[config.mk]
export PLATFORM = sky130hd
export DESIGN_NAME = pe_nin1out_pipe
export DESIGN_NICKNAME = d
export VERILOG_FILES = /design/src/rtl/pe_nin1out_pipe.sv
export SDC_FILE = /design/constraint.sdc
export NUM_CORES = 1
export LEC_CHECK = 0
export CORE_MARGIN = 2
export CORE_UTILIZATION = 54
export DETAILED_ROUTE_END_ITERATION = 8
export GPL_TIMING_DRIVEN = 1
export PLACE_DENSITY = 0.76
export SLEW_MARGIN = 20
export SYNTH_ARGS = -nofsm -noshare
export SYNTH_HDL_FRONTEND = slang
export SYNTH_SLANG_ARGS = --single-unit
[constraint.sdc]
create_clock -name clk -period 2.4 [get_ports clk]
set_input_delay 0.36 -clock clk [delete_from_list [all_inputs] [get_ports clk]]
set_output_delay 0.36 -clock clk [all_outputs]
set_load 0.005 [all_outputs]
[src/rtl/pe_nin1out_pipe.sv]
// pe_nin1out_pipe: generic N-to-1 compute node for the BDF fabric.
// Joins NUM_IN valid/ready channels, applies OR/AND/XOR/ADD chosen by op_sel,
// and carries each result through a LATENCY-stage elastic pipeline in which
// bubbles collapse and backpressure stalls only the full stages.
// Optional build macro: PE_STALL_CNT_EN adds a saturating 32-bit stall_cnt
// output that counts cycles with out_valid=1 and out_ready=0.
module pe_nin1out_pipe #(
  parameter  int WIDTH   = 16,
  parameter  int NUM_IN  = 2,
  parameter  int LATENCY = 15,
  localparam int CNT_W   = $clog2(LATENCY + 1)
) (
  input  logic                    clk,
  input  logic                    rst,
  input  logic [NUM_IN-1:0]       in_valid,
  input  logic [NUM_IN*WIDTH-1:0] in_data,
  output logic [NUM_IN-1:0]       in_ready,
  input  logic [1:0]              op_sel,
  output logic                    out_valid,
  output logic [WIDTH-1:0]        out_data,
  input  logic                    out_ready,
  output logic [CNT_W-1:0]        occupancy
`ifdef PE_STALL_CNT_EN
  ,
  output logic [31:0]             stall_cnt
`endif
);

  typedef enum logic [1:0] {
    OP_OR  = 2'd0,
    OP_AND = 2'd1,
    OP_XOR = 2'd2,
    OP_ADD = 2'd3
  } op_e;

  logic [LATENCY-1:0] vld_q, vld_d;
  logic [WIDTH-1:0]   data_q [LATENCY];
  logic [WIDTH-1:0]   data_d [LATENCY];
  logic [CNT_W-1:0]   cnt_q, cnt_d;
  logic [LATENCY:0]   adv;
  logic               fire;
  logic               pop;
  logic [WIDTH-1:0]   op_result;

  // Reduce all operands with the selected operation (ADD wraps, carry dropped).
  // NOTE: combinational blocks use blocking '=' so each loop iteration sees the
  // previous partial result; sequential blocks use '<=' only.
  always_comb begin
    logic [WIDTH-1:0] opnd;
    opnd      = '0;
    op_result = in_data[WIDTH-1:0];
    for (int i = 1; i < NUM_IN; i++) begin
      opnd = in_data[i*WIDTH +: WIDTH];
      case (op_e'(op_sel))
        OP_OR:   op_result = op_result | opnd;
        OP_AND:  op_result = op_result & opnd;
        OP_XOR:  op_result = op_result ^ opnd;
        default: op_result = op_result + opnd;
      endcase
    end
  end

  // Stage k may advance when the consumer pops or any stage at or after k is
  // empty; written out flat so no bit of adv depends on another.
  always_comb begin
    adv[LATENCY] = out_ready;
    for (int k = 0; k < LATENCY; k++) begin
      adv[k] = out_ready;
      for (int j = k; j < LATENCY; j++) begin
        if (!vld_q[j]) adv[k] = 1'b1;
      end
    end
  end

  // All channels are consumed together; nothing is accepted while in reset.
  assign fire     = rst && (&in_valid) && adv[0];
  assign in_ready = {NUM_IN{fire}};
  assign pop      = vld_q[LATENCY-1] && out_ready;

  // Next state: shift every advancing stage, track occupancy.
  always_comb begin
    vld_d  = vld_q;
    data_d = data_q;
    if (adv[0]) begin
      vld_d[0] = fire;
      if (fire) data_d[0] = op_result;
    end
    for (int k = 1; k < LATENCY; k++) begin
      if (adv[k]) begin
        vld_d[k]  = vld_q[k-1];
        data_d[k] = data_q[k-1];
      end
    end
    cnt_d = cnt_q;
    if (fire && !pop)      cnt_d = cnt_q + 1'b1;
    else if (!fire && pop) cnt_d = cnt_q - 1'b1;
  end

  // Pipeline registers; reset drops every in-flight token at once.
  // NOTE: the data stages are reset as well because out_data must read 0 in
  // reset; that keeps them in flops rather than a RAM macro.
  always_ff @(posedge clk or negedge rst) begin
    if (!rst) begin
      vld_q <= '0;
      cnt_q <= '0;
      for (int k = 0; k < LATENCY; k++) data_q[k] <= '0;
    end else begin
      vld_q  <= vld_d;
      data_q <= data_d;
      cnt_q  <= cnt_d;
    end
  end

  assign out_valid = vld_q[LATENCY-1];
  assign out_data  = data_q[LATENCY-1];
  assign occupancy = cnt_q;

`ifdef PE_STALL_CNT_EN
  logic [31:0] stall_q, stall_d;

  // Count output stall cycles, saturating at all ones.
  always_comb begin
    stall_d = stall_q;
    if (vld_q[LATENCY-1] && !out_ready && (stall_q != 32'hFFFF_FFFF))
      stall_d = stall_q + 32'd1;
  end

  // Stall counter register.
  always_ff @(posedge clk or negedge rst) begin
    if (!rst) stall_q <= '0;
    else      stall_q <= stall_d;
  end

  assign stall_cnt = stall_q;
`endif

endmodule

==> results of run 1 <==
## power by group
| part | internal [uW] | switching, uW | leakage, uW |
|---|---|---|---|
| Sequential | 5300 | 533 | 0.00322 |
| Clock | 3020 | 1720 | 0.000515 |
| Combinational | 1080 | 726 | 0.00298 |
| Total | 9400 | 2980 | 0.00671 |
## routing by layer
metal / vias up / track usage [%] / wire (um)
met2: 107 / 38.11 / 11520
met5: - / 0 / 0
met3: 36 / 2.722 / 729
met1: 3586 / 25.32 / 9024
li1: 3409 / - / -
met4: 0 / 4.905 / 411
## per-stage QoR
step,setup TNS (ps),util (%)
finish,0,66.19
CTS,0,66.00
floorplan,-16.97,-
global placement,-4278,60.74
detailed placement,-6107,60.74
global route,-52.19,66.19
## worst min-delay path, delay by kind of cell
kind	cells	cell delay [ps]
buf+inv	1	110
simple gates	2	240
## flip-flops by register name, summed over array words and instances, names as in the netlist
name       flops
occupancy      4
data_q       224
vld_q         15
out_data      16
## Yosys cell counts, types with 5 or more instances
library cell,number,area (um2)
mux2_1,9,101.4
o21ai_0,31,155.2
nor3_1,8,40.04
a21oi_1,25,125.1
buf_4,18,135.1
inv_1,51,191.4
mux2_2,169,1903
mux2i_1,15,150.1
nor2_1,13,48.80
nor2b_1,5,31.28
dfrtp_1,259,6481
buf_1,5,18.77
nand2b_1,12,75.07
ha_1,35,437.9
nand3_1,6,30.03
nand2_1,184,690.7
clkbuf_1,19,71.32
xnor2_1,10,87.58
buf_2,6,30.03
## worst max-delay path by stage
stage	end	cells past startpoint	startpoint	slack, ps
detailed placement	data_q[239]	9	in_data[4]	-400
CTS	occupancy[3]	13	vld_q[3]	70
global route	occupancy[3]	13	vld_q[3]	-50
finish	occupancy[3]	13	vld_q[3]	80
global placement	data_q[239]	9	in_data[4]	-370
floorplan	occupancy[3]	13	out_ready	-20
## area by class of cell
cell class / instances / area (um2) / area share (%)
flip-flops and latches: 259 / 6481 / 47.03
clock buffers: 34 / 762.0 / 5.529
inverters: 52 / 200.2 / 1.453
multi-input cells: 580 / 4446 / 32.26
clock inverters: 16 / 280.3 / 2.034
well taps: 275 / 344.1 / 2.497
repair buffers: 140 / 1269 / 9.206
## cells by family after synthesis
kind of cell    Yosys count  synth area share [%]
fa+ha+maj                37                 4.215
mux                     194                 19.20
simple gates            253                 9.965
buf+inv                 101                 4.072
compound gates           82                 4.304
xor+xnor                 14                 1.081
flops                   259                 57.16
## timing repair
action / 4_1_cts / 5_1_grt
pin swaps: 1 / 8
hold buffers: 1 / 0
endpoints found under the setup margin: 2 / 6
setup buffers: 6 / 4
endpoints found under the hold margin: 31 / 0
cloned: 0 / 0
resized for setup: 3 / 5
==> results.toml, run 1 <==
[timing]
setup_viol = 0
timing.slew.headroom_pct = 39.83
period_minus_slack_ps = 2320
maxSlewViolCount = 0
rsz0062_at_grt = "yes"
setup_ws_ps = 79.62
finClkSkew_ps = 11.47
worst_pin_slew_ps = 902.5
holdWs_ps = 240.1
max_freq_ghz = 0.4310
final.period_utilization_pct = 96.68
finalHoldViolCount = 0

[final_layout]
final.fill_count = 1535
final_cells = 1356
layout-drive-gt1-share_pct = 29.60
layout.nets = 1136
fin_area_um2 = 13780
diodes = 0
area_growth_syn_to_layout_pct = 21.55
final_common_cell = "dfrtp_1"
layout_common_cells = "dfrtp_1, nand2_1, mux2_2"

[logic_synthesis]
netlist_area_um2 = 11340
ys_ff_latch = 259
ys_types = 57
synth_nets = 1016
synth_area_per_cell_um2 = 12.06
ys.flop_type = "dfrtp_1"
ys_async_sr_fraction_pct = 100.0
synth-edff-count = 0
yosysWarnings = 0
seq_area_frac_synth_pct = 57.16
syn_inst = 940

[worst_setup_path]
cp_top_family = "compound AO/OA/AOI/OAI gates"
r2r_cells = 13
path_max_fanout = 3
start_kind = "flop"
cp_num_buf_inv = 3
slowest_delay_ps = 380
crit_type = "flop to flop"
crit_chain = "nand4_1, nor3_2, a21o_1, inv_4, buf_6, ha_4, inv_4, ha_4, a21o_1, a21oi_2, xnor2_1, nor2_1, xor2_1"
cp.required_ps = 2810
cp-end-kind = "flop"
reg2reg_to = "occupancy[3]"
timing.rr.start = "vld_q[3]"
cp.arrival_ps = 2730
slowest_stage = "dfrtp_1"
rrSetupSlack_ps = 80

[grt]
antenna_found_initial = 1
grt_max_degree = 178
track_usage_pct = 20.49
grt_overflow_total = 0
grt_pass1_vias = 7426
grt_pass1_wl_um = 36800

[floorplan]
rows = 53
die_area_um2 = 22170
dieWidth_um = 148.9
die_y_um = 148.9
initial_utilization_pct = 54.45
design.core.area_um2 = 20820
ios = 62

[clock_tree]
ctsRootBufferMaster = "clkbuf_16"
cts_buffers = 27
clock_sinks = 259
clk_pin_slew_ps = 60
htree_levels = 1
cts_tree = "done"
clkLatencyLatePin_ps = 530
clockBufferDepth = 3

[outcome]
run_status = "finished clean"

[place]
dp_hpwl_um = 14640
gp_congestion = 0.8064
port_buffers = 61
placed_area_um2 = 12650
place_ws_ps = -398.0
dpl.cell_count = 1296

[power_and_ir_drop]
p_leak_uw = 0.006712
power_uw = 12380
irDropWorstVdd_mv = 0.4821
powerDensity_nw_per_um2 = 898.2

[detailed_routing]
drtIter0Drc = 322
num_vias = 7138
routed_wl_um = 21680
drc = 0
first_pass_iters = 4
wire_per_inst_um = 15.99
viasPerCell = 5.264
ant_nets = 0

[min_path]
hold_path_depth = 3
holdPathEnd = "vld_q[0]"
hp-class = "input port to flop"
worstHoldStart = "rst"

[run]
cap_violations = 0
Power figures use the tool's default switching activity.
==> inputs of run 2 (changes only) <==
--- a/config.mk
+++ b/config.mk
@@ -5,11 +5,13 @@
 export SDC_FILE = /design/constraint.sdc
 export NUM_CORES = 1
 export LEC_CHECK = 0
+export CELL_PAD_IN_SITES_DETAIL_PLACEMENT = 1
+export CELL_PAD_IN_SITES_GLOBAL_PLACEMENT = 1
 export CORE_MARGIN = 2
-export CORE_UTILIZATION = 54
+export CORE_UTILIZATION = 40
 export DETAILED_ROUTE_END_ITERATION = 8
 export GPL_TIMING_DRIVEN = 1
-export PLACE_DENSITY = 0.76
+export PLACE_DENSITY_LB_ADDON = 0.1
 export SLEW_MARGIN = 20
 export SYNTH_ARGS = -nofsm -noshare
 export SYNTH_HDL_FRONTEND = slang
==> run 2 against run 1 <==
- utilization decreased by 17 points
- flip-flop and latch count unchanged
- critical path depth up 1
- wire length up 7.4%
- final area about the same
- worst setup slack improved by 14 ps
- cell count rose by 7.4%
- clock-buffer cell count increased by 10
- power decreased by 4.7%
- sequential power about the same
- largest cell class unchanged
==> results.toml, run 2 (synthesis gave the netlist of run 1 again) <==
[floorplan]
rows = 61
die_y_um = 172.4
dieWidth_um = 172.4
ios = 62
design.core.area_um2 = 27860
initial_utilization_pct = 40.70
die_area_um2 = 29710

[detailed_routing]
routed_wl_um = 23290
num_vias = 7137
ant_nets = 0
viasPerCell = 4.898
first_pass_iters = 4
drtIter0Drc = 281
drc = 0
wire_per_inst_um = 15.98

[place]
gp_congestion = 0.8378
dp_hpwl_um = 16580
dpl.cell_count = 1402
port_buffers = 61

[grt]
grt_max_degree = 125
track_usage_pct = 16.60
grt_pass1_wl_um = 39430
grt_overflow_total = 0
antenna_found_initial = 0
grt_pass1_vias = 7622

[timing]
final.setup.tns_ps = 0
period_minus_slack_ps = 2307
finClkSkew_ps = 14.17
setup_viol = 0
finalHoldViolCount = 0
final.period_utilization_pct = 96.11
timing.slew.headroom_pct = 36.29
maxSlewViolCount = 0
worst_pin_slew_ps = 955.7
max_freq_ghz = 0.4335
rsz0062_at_grt = "yes"

[clock_tree]
htree_levels = 1
clkLatencyLatePin_ps = 540
cts_buffers = 29
ctsRootBufferMaster = "clkbuf_16"
cts_tree = "done"
clk_pin_slew_ps = 60
clockBufferDepth = 3
clock_sinks = 259

[worst_setup_path]
start_kind = "input port"
cpMostUsedCell = "inv_4"
cp-end-kind = "flop"
path_max_fanout = 3
crit_type = "input port to flop"
crit_chain = "dlygate4sd3_1, buf_8, nand3_1, a21o_1, inv_4, buf_6, ha_4, inv_4, buf_4, ha_1, a21oi_2, xnor2_1, nor2_1, xor2_1"
slowest_delay_ps = 570
slowest_stage = "dlygate4sd3_1"
cp.required_ps = 2810
r2r_cells = 13
cp.arrival_ps = 2720

[power_and_ir_drop]
powerDensity_nw_per_um2 = 855.1
power_uw = 11800
irDropWorstVdd_mv = 0.5585
p_leak_uw = 0.006646

[final_layout]
layout-drive-gt1-share_pct = 28.92
final.fill_count = 2941
layout.nets = 1136
final_common_cell = "dfrtp_1"
layout_common_cells = "dfrtp_1, nand2_1, mux2_2"
largest_reg_flops = 224
largest-register = "data_q"
area_growth_syn_to_layout_pct = 21.67
final_cells = 1457
diodes = 0

[run]
cap_violations = 0

[outcome]
run_status = "finished clean"

[min_path]
hp-class = "input port to async pin"
==> run 2: path summary, 6_finish.rpt <==
path | startpoint | end | slack (ps)
worst max-delay path | rst | occupancy[3] | 90
worst min-delay path | rst | data_q[34] | 350
worst max register to register | vld_q[5] | occupancy[3] | 100
worst min register to register | data_q[152] | data_q[136] | 460
max in group asynchronous | rst | data_q[237] | 890
min in group clk | data_q[152] | data_q[136] | 460
==> run 2: what timing repair did <==
action,CTS,global route
buffers inserted,3,2
endpoints found under the hold margin,3,0
hold buffers,1,0
pin swaps,1,8
setup endpoints to repair,2,5
resized for setup,1,5
==> run 2: layout make-up <==
cell class                      count  area (um2)  share of cell area (%)
Clock inverter                      6       62.56                  0.4535
Multi-Input combinational cell    580        4446                   32.22
Tap cell                          378       473.0                   3.428
Clock buffer                       44       852.1                   6.176
Inverter                           52       200.2                   1.451
Timing Repair Buffer              138        1280                   9.278
Sequential cell                   259        6482                   46.99
==> run 2: per-stage QoR <==
| stage | hold WS, ps | util, % | area (um2) | setup slack, ps |
|---|---|---|---|---|
| after global routing | 340.2 | 49.52 | 13800 | -77.63 |
| after global placement | 314.2 | 46.03 | 12820 | -348.6 |
| final | 353.2 | 49.52 | 13800 | 93.43 |
| after detailed placement | 306.7 | 46.03 | 12820 | -469.6 |
| after floorplan | 64.41 | - | 11380 | -16.97 |
| after CTS | 337.9 | 49.42 | 13770 | 4.385 |
==> run 2: routing by layer <==
metal	vias to the layer above	share of wire [%]	routed length, um	global-route usage [%]
met3	30	3.0	699	2.380
met2	83	52	12140	30.59
met1	3631	43	10080	20.59
met4	0	1.6	370	3.581
met5	-	0	0	0
li1	3393	-	-	-
==> run 2: critical path: cells and delay by family <==
kind | cells | cell delay, ps
XOR/XNOR | 2 | 270
AO/OA/AOI/OAI | 2 | 390
adder cells (fa/ha/maj) | 2 | 440
AND/OR/NAND/NOR | 2 | 210
buffers and inverters | 6 | 1040
==> run 2: where the power goes <==
group	leakage [uW]	switching [uW]	internal, uW
clock network	0.000452	1660	2530
logic	0.00297	701	1080
registers	0.00322	521	5300
total	0.00665	2880	8920
==> inputs of run 3 (changes only) <==
--- a/config.mk
+++ b/config.mk
@@ -12,6 +12,7 @@
 export DETAILED_ROUTE_END_ITERATION = 8
 export GPL_TIMING_DRIVEN = 1
 export PLACE_DENSITY_LB_ADDON = 0.1
+export SKIP_CTS_REPAIR_TIMING = 1
 export SLEW_MARGIN = 20
 export SYNTH_ARGS = -nofsm -noshare
 export SYNTH_HDL_FRONTEND = slang
==> constraint.sdc (replaced) <==
create_clock -name clk -period 2.2 [get_ports clk]
set_input_delay 0.33 -clock clk [delete_from_list [all_inputs] [get_ports clk]]
set_output_delay 0.33 -clock clk [all_outputs]
set_load 0.005 [all_outputs]
==> run 3 against run 2 <==
- sequential share of layout area down 0.73 points
- critical path depth down 4
- register-to-register slack about the same
- largest cell class unchanged
==> results.toml, run 3 (synthesis gave the netlist of run 1 again) <==
[grt]
grt_pass1_vias = 7761
track_usage_pct = 16.63
grt_max_degree = 145
grt_overflow_total = 0
grt_pass1_wl_um = 39540
antenna_found_initial = 0

[detailed_routing]
routed_wl_um = 23480
viasPerCell = 4.861
drtIter0Drc = 260
ant_nets = 0
drc = 0
first_pass_iters = 4
num_vias = 7185
wire_per_inst_um = 15.88

[timing]
final.period_utilization_pct = 95.92
maxSlewViolCount = 0
worst_pin_slew_ps = 810.8
setup_viol = 0
rsz0062_at_grt = "yes"
finClkSkew_ps = 15.74
holdWs_ps = 226.8
final.setup.tns_ps = 0
setup_ws_ps = 89.65
finalHoldViolCount = 0
period_minus_slack_ps = 2110
max_freq_ghz = 0.4739
timing.slew.headroom_pct = 45.95

[floorplan]
die_y_um = 172.4
initial_utilization_pct = 40.70
ios = 62
rows = 61
dieWidth_um = 172.4
design.core.area_um2 = 27860
die_area_um2 = 29710

[power_and_ir_drop]
powerDensity_nw_per_um2 = 927.0
irDropWorstVdd_mv = 0.5653
p_leak_uw = 0.006747

[min_path]
holdPathEnd = "vld_q[0]"
hold_path_depth = 4
worstHoldStart = "rst"
hp-class = "input port to flop"

[place]
gp_congestion = 0.8101
port_buffers = 61
dpl.cell_count = 1423
dp_hpwl_um = 16740
placed_area_um2 = 12990
place_ws_ps = -669.3

[worst_setup_path]
timing.rr.start = "vld_q[3]"
r2r_cells = 12
crit_type = "input port to flop"
path_max_fanout = 4
reg2reg_to = "occupancy[3]"
cp-end-kind = "flop"
cp.required_ps = 2630
start_kind = "input port"
rrSetupSlack_ps = 100
cp.arrival_ps = 2540

[clock_tree]
htree_levels = 1
clockBufferDepth = 3
clock_sinks = 259
cts_buffers = 28
ctsRootBufferMaster = "clkbuf_16"
clk_pin_slew_ps = 60
clkLatencyLatePin_ps = 540
cts_tree = "done"

[final_layout]
largest-register = "data_q"
layout-drive-gt1-share_pct = 31.03
layout_common_cells = "dfrtp_1, nand2_1, mux2_2"
layout.nets = 1156
area_growth_syn_to_layout_pct = 23.58
fin_area_um2 = 14010
final_common_cell = "dfrtp_1"
final_cells = 1478
largest_reg_flops = 224

[run]
cap_violations = 0

[outcome]
run_status = "finished clean"
==> run 3: changes by cell type in the layout (fill, tap and decap cells not counted), moves of 2 or more <==
cell,change
clkinv_2,+2
clkbuf_1,-3
buf_12,+2
buf_4,+20
==> run 3: metrics by stage <==
step / power [uW] / util, %
after global placement: 8347 / 46.64
after global routing: 13770 / 50.29
after detailed placement: 8476 / 46.64
after CTS: 13200 / 49.94
after floorplan: 7559 / -
final: 12990 / 50.30
==> run 3: critical path: stages <==
cell             delay, ps
clkdlybuf4s50_1        490
ha_2                   190
inv_1                   70
fa_2                   370
nor2b_4                160
o2111ai_4              150
nand4_1                160
nand2_1                 80
mux2_2                 270
a221oi_1               260
==> run 3: cell type report <==
type                            count  area, um2
Antenna cell                        1      2.502
Timing Repair Buffer              159       1451
Tap cell                          378      473.0
Fill cell                        2892      13850
Clock buffer                       39      802.0
Sequential cell                   259       6482
Inverter                           52      200.2
Multi-Input combinational cell    580       4483
Clock inverter                     10      117.6
==> run 3: how the worst max path moves through the flow <==
stage	to	from	depth (start not counted)	slack, ps
2_1_floorplan	occupancy[3]	out_ready	13	-190
3_3_place_gp	data_q[238]	in_data[0]	10	-510
3_5_place_dp	data_q[238]	in_data[0]	10	-670
4_1_cts	in_ready[1]	vld_q[4]	6	-370
5_1_grt	occupancy[3]	vld_q[12]	12	-50
6_report	data_q[238]	in_data[0]	10	90
==> run 3: power breakdown <==
group          total (uW)  internal (uW)  switching (uW)
sequential           6360           5780             574
clock                4630           2770            1860
combinational        2000           1220             782
total               13000           9770            3220
==> run 3: routing by layer <==
metal  GRT usage [%]  routed length [um]  vias to the layer above
met5               0                   0                        -
met2           30.19               12050                       77
li1                -                   -                     3433
met4           5.042                 610                        0
met3           2.060                 608                       43
met1           20.64               10210                     3632
==> RTL edit 1, RTL diff (settings of run 2) <==
Add a define of `PE_STALL_CNT_EN`.
--- a/src/rtl/pe_nin1out_pipe.sv
+++ b/src/rtl/pe_nin1out_pipe.sv
@@ -6,2 +6,4 @@
 // output that counts cycles with out_valid=1 and out_ready=0.
+`define PE_STALL_CNT_EN
+
 module pe_nin1out_pipe #(
Check against the original RTL (old outputs only; new: stall_cnt): equivalent (Yosys induction, for registers that start in step).
==> RTL edit 1 against run 2 <==
- worst setup slack got worse by 65 ps
- synthesized area is 13% higher
- count of clock-buffer cells in the layout grew 1
- power grew 12%
- hold slack got worse by 270 ps
- global-route usage fell by 1.8 points
- wire length rose by 0.74%
- sequential share of layout area down 1.2 points
- core utilization increased by 0.92 points
- sequential cell count grew 32
- final area is 15% higher
- largest power group unchanged
==> RTL edit 1: results (changes against run 2) <==
outcome=completed (unchanged); post-DP HPWL=16.8 mm (was 16.6 mm); Synth area leaders=dfrtp_1 57%, mux2_2 19%, ha_1 3.5% (was dfrtp_1 57%, mux2_2 17%, nand2_1 6.1%); peak supply drop=0.000489 V (was 0.000559 V); Layout Cells excl Fill=1,571 (was 1,457); I/O Buffers=93 (was 61); iteration-0 DRC count of the detailed router=270 (was 281); commonest cells in the netlist=291 x dfrtp_1, 219 x mux2_2, 51 x inv_1, 49 x nand2_1, 36 x ha_1 (was 259 x dfrtp_1, 184 x nand2_1, 169 x mux2_2, 51 x inv_1, 35 x ha_1); GP Congestion=0.783 (was 0.838); CP max stage cell=dfrtp_1 (was dlygate4sd3_1); Via Count=7,718 (was 7,137); Worst setup startpoint=vld_q[14]$_DFFE_PN0P_ (was rst); Met3 Wirelength=803 um (was 699 um); layout cells sized above 1=0.354 (was 0.289); sequential area share after synthesis=0.569 (was 0.572); Slew HR=0.273 (was 0.363); global-route usage over all layers=0.148 (was 0.166); Setup Skew=6.39 ps (was 14.2 ps); nets=1,223 (was 1,136); placed insts=1,508 (was 1,402); CP max stage delay=340 ps (was 570 ps); synthesized net count=1,048 (was 1,016); async set-reset flop share out of synthesis=1.00 (unchanged); vias in the first global route=8,220 (was 7,622); Mean Syn Cell Area=13.2 sq um (was 12.1 sq um); worst hold slack=81.9 ps (was 353 ps); Num CTS Buffers=30 (was 29); R2R Setup Slk=30 ps (was 100 ps); met2 wire length=11.5 mm (was 12.1 mm); first-pass GRT wire length=41.4 mm (was 39.4 mm); sw power=0.00305 W (was 0.00288 W); pin count of the biggest net entering global routing=182 (was 125); Wirelength per Cell=14.9 um (was 16.0 um); crit path DAT=2790 ps (was 2720 ps)
[RTL edit 1: logic make-up after synthesis]
group / share of synthesized area
AO/OA/AOI/OAI: 0.0406
buffers and inverters: 0.0394
XOR/XNOR: 0.0267
AND/OR/NAND/NOR: 0.0741
flip-flops: 0.569
multiplexers: 0.212
adder cells (fa/ha/maj): 0.0383
[RTL edit 1: area by class of cell]
class	count	area, sq um	share of cell area
sequential	291	7280	0.457
multi-input combinational	577	5100	0.320
tap	402	503	0.0316
clock buffer	45	878	0.0552
inverter	52	205	0.0129
timing repair buffer	194	1770	0.111
clock inverter	10	179	0.0112
[RTL edit 1: worst max-delay path: cells and delay by family (launching register included)]
family | cells | cell delay [ps]
adders and majority gates | 2 | 340
xor gates and xnor gates | 2 | 250
DFF | 1 | 340
buffers and inverters | 2 | 110
and+or+nand+nor | 4 | 600
AOI/OAI and AO/OA | 3 | 590
[RTL edit 1: metal layers]
| layer | track usage | up-vias |
|---|---|---|
| met5 | 0 | - |
| met4 | 0.0349 | 0 |
| met3 | 0.0214 | 26 |
| met2 | 0.257 | 104 |
| met1 | 0.197 | 3884 |
| li1 | - | 3704 |
[RTL edit 1: worst max-delay path by stage]
stage	end
after floorplan	occupancy[3]$_DFFE_PN0P_
after detailed placement	data_q[236]$_DFFE_PN0P_
after global placement	data_q[236]$_DFFE_PN0P_
after global routing	occupancy[3]$_DFFE_PN0P_
after CTS	occupancy[3]$_DFFE_PN0P_
final	occupancy[3]$_DFFE_PN0P_
[RTL edit 1: through the flow]
stage / setup WS [ps] / area, sq um / TNS (ps) / total power, W
4_1_cts: -88.6 / 15900 / -286 / 0.0134
6_report: 28.2 / 15900 / 0 / 0.0132
5_1_grt: -170 / 15900 / -1450 / 0.0140
2_1_floorplan: -297 / 12900 / -453 / 0.00756
3_5_place_dp: -806 / 14800 / -22240 / 0.00843
3_3_place_gp: -745 / 14800 / -18810 / 0.00830
[RTL edit 1: repair_timing]
action                                  4_1_cts  5_1_grt
gates resized for setup                      20        8
pin swaps                                     9        8
buffers inserted                              6        2
endpoints found under the setup margin        6       10
[RTL edit 1: power by group through the flow]
stage	Combinational (W)	Clock [W]	Sequential [W]
after floorplan	0.00130	0	0.00627
after global placement	0.00190	0	0.00640
after detailed placement	0.00197	0	0.00645
after CTS	0.00200	0.00506	0.00637
after global routing	0.00222	0.00527	0.00650
final	0.00198	0.00489	0.00635
==> RTL edit 2, RTL diff (flow settings as in run 2) <==
Without the edit above. `LATENCY`: 15 -> 30.
--- a/src/rtl/pe_nin1out_pipe.sv
+++ b/src/rtl/pe_nin1out_pipe.sv
@@ -9,3 +9,3 @@
   parameter  int NUM_IN  = 2,
-  parameter  int LATENCY = 15,
+  parameter  int LATENCY = 30,
   localparam int CNT_W   = $clog2(LATENCY + 1)
Interface: changed (resized occupancy); port bits go from 62 to 63. No check against the original RTL was run, so the function may have changed too.
==> RTL edit 2 against run 2 <==
- the run now ends with negative setup slack left
- power rose by 89%
- final cell count rose by 71%
- sequential cell count rose by 256
- synthesized area rose by 83%
- core utilization fell by 0.39 points
- wire length rose by 76%
- worst setup slack got worse by 730 ps
- global-route usage fell by 0.68 points
- critical path depth did not move
- final area rose by 83%
- sequential power rose by 96%
- clock skew fell by 3.0 ps
- maximum frequency fell by 24%
- critical path type unchanged
- critical endpoint is now occupancy[4]$_DFFE_PN0P_
- largest power group unchanged
- highest routed layer unchanged
==> RTL edit 2: results (changes against run 2) <==
Slew HR=0.357 (was 0.363); violated checks=negative setup slack; clock power share=0.365 (was 0.355); worst flop-to-flop path startpoint=vld_q[27]$_DFFE_PN0P_ (was vld_q[5]$_DFFE_PN0P_); CTS H-tree depth=2 (was 1); final worst slack=-636 ps (was 93.4 ps); clock latency at the later pin of the worst-skew pair=580 ps (was 540 ps); CP max stage cell=or4_4 (was dlygate4sd3_1); Top delay family on crit path=simple AND/OR/NAND/NOR gates (was buffers and inverters); peak supply drop=0.000560 V (was 0.000559 V); maximum net fanout on the critical path=4 (was 3); pin count of the biggest net entering global routing=191 (was 125); nets=1,857 (was 1,136); synthesized-area fraction occupied by adder cells=0.0236 (was 0.0422); Setup Skew=11.2 ps (was 14.2 ps); r2r endpoint=occupancy[4]$_DFFE_PN0P_ (was occupancy[3]$_DFFE_PN0P_); layout cells sized above 1=0.356 (was 0.289); outcome=finished, violations left (was completed); Placed Area=0.0231 sq mm (was 0.0128 sq mm); Power Combinational=0.00280 W (was 0.00178 W); R2R Setup Slk=-620 ps (was 100 ps); iteration-0 DRC count of the detailed router=491 (was 281); worst hold slack=426 ps (was 353 ps); Mean Syn Cell Area=13.1 sq um (was 12.1 sq um); Layout Cells excl Fill=2,492 (was 1,457); max reg flops=464 (was 224); CP max stage delay=530 ps (was 570 ps); sw power=0.00528 W (was 0.00288 W); final setup fails=21 (was 0); combinational power share=0.125 (was 0.151); first-pass GRT wire length=70.1 mm (was 39.4 mm); Via Count=12,200 (was 7,137); sequential area share after synthesis=0.620 (was 0.572)
-- RTL edit 2: worst max path at each step --
stage	from	endpoint	slack, ps	cells past startpoint
after floorplan	vld_q[17]$_DFFE_PN0P_	occupancy[4]$_DFFE_PN0P_	-730	15
after global placement	out_ready	occupancy[3]$_DFFE_PN0P_	-1230	13
after detailed placement	out_ready	occupancy[4]$_DFFE_PN0P_	-1290	14
after CTS	vld_q[29]$_DFFE_PN0P_	in_ready[1]	-710	7
after global routing	vld_q[29]$_DFFE_PN0P_	occupancy[4]$_DFFE_PN0P_	-770	13
final	out_ready	occupancy[4]$_DFFE_PN0P_	-640	14
-- RTL edit 2: kinds of logic (layout without fill, tap and decap cells) --
logic type | count (synthesis) | in the layout
AO/OA/AOI/OAI | 89 | 89
XOR/XNOR | 11 | 11
adder cells (fa/ha/maj) | 38 | 38
buffers and inverters | 120 | 340
flip-flops | 515 | 515
multiplexers | 377 | 377
AND/OR/NAND/NOR | 442 | 442
-- RTL edit 2: per-layer routing --
metal,global-route usage,wire [um],part of all wire
met1,0.202,18100,0.44
met2,0.284,21100,0.51
met3,0.0226,1080,0.026
met4,0.0441,839,0.020
met5,0,0,0
-- RTL edit 2: layout make-up --
type	instances	area [sq um]	share of cell area
multi-input combinational	957	7470	0.297
inverter	45	179	0.00710
timing repair buffer	207	2070	0.0820
clock buffer	82	1660	0.0659
tap	680	851	0.0338
sequential	515	12900	0.511
clock inverter	6	83.8	0.00333
-- RTL edit 2: worst min-delay path, stage by stage --
cell	delay, ps
buf_8	120
and3_1	260
o21bai_1	210
-- RTL edit 2: repair_timing --
item	CTS	global route
cloned	1	2
hold buffers	1	0
setup buffers	13	7
gates resized for setup	56	3
endpoints found under the setup margin	23	390
endpoints found under the hold margin	18	0
pin swaps	20	11
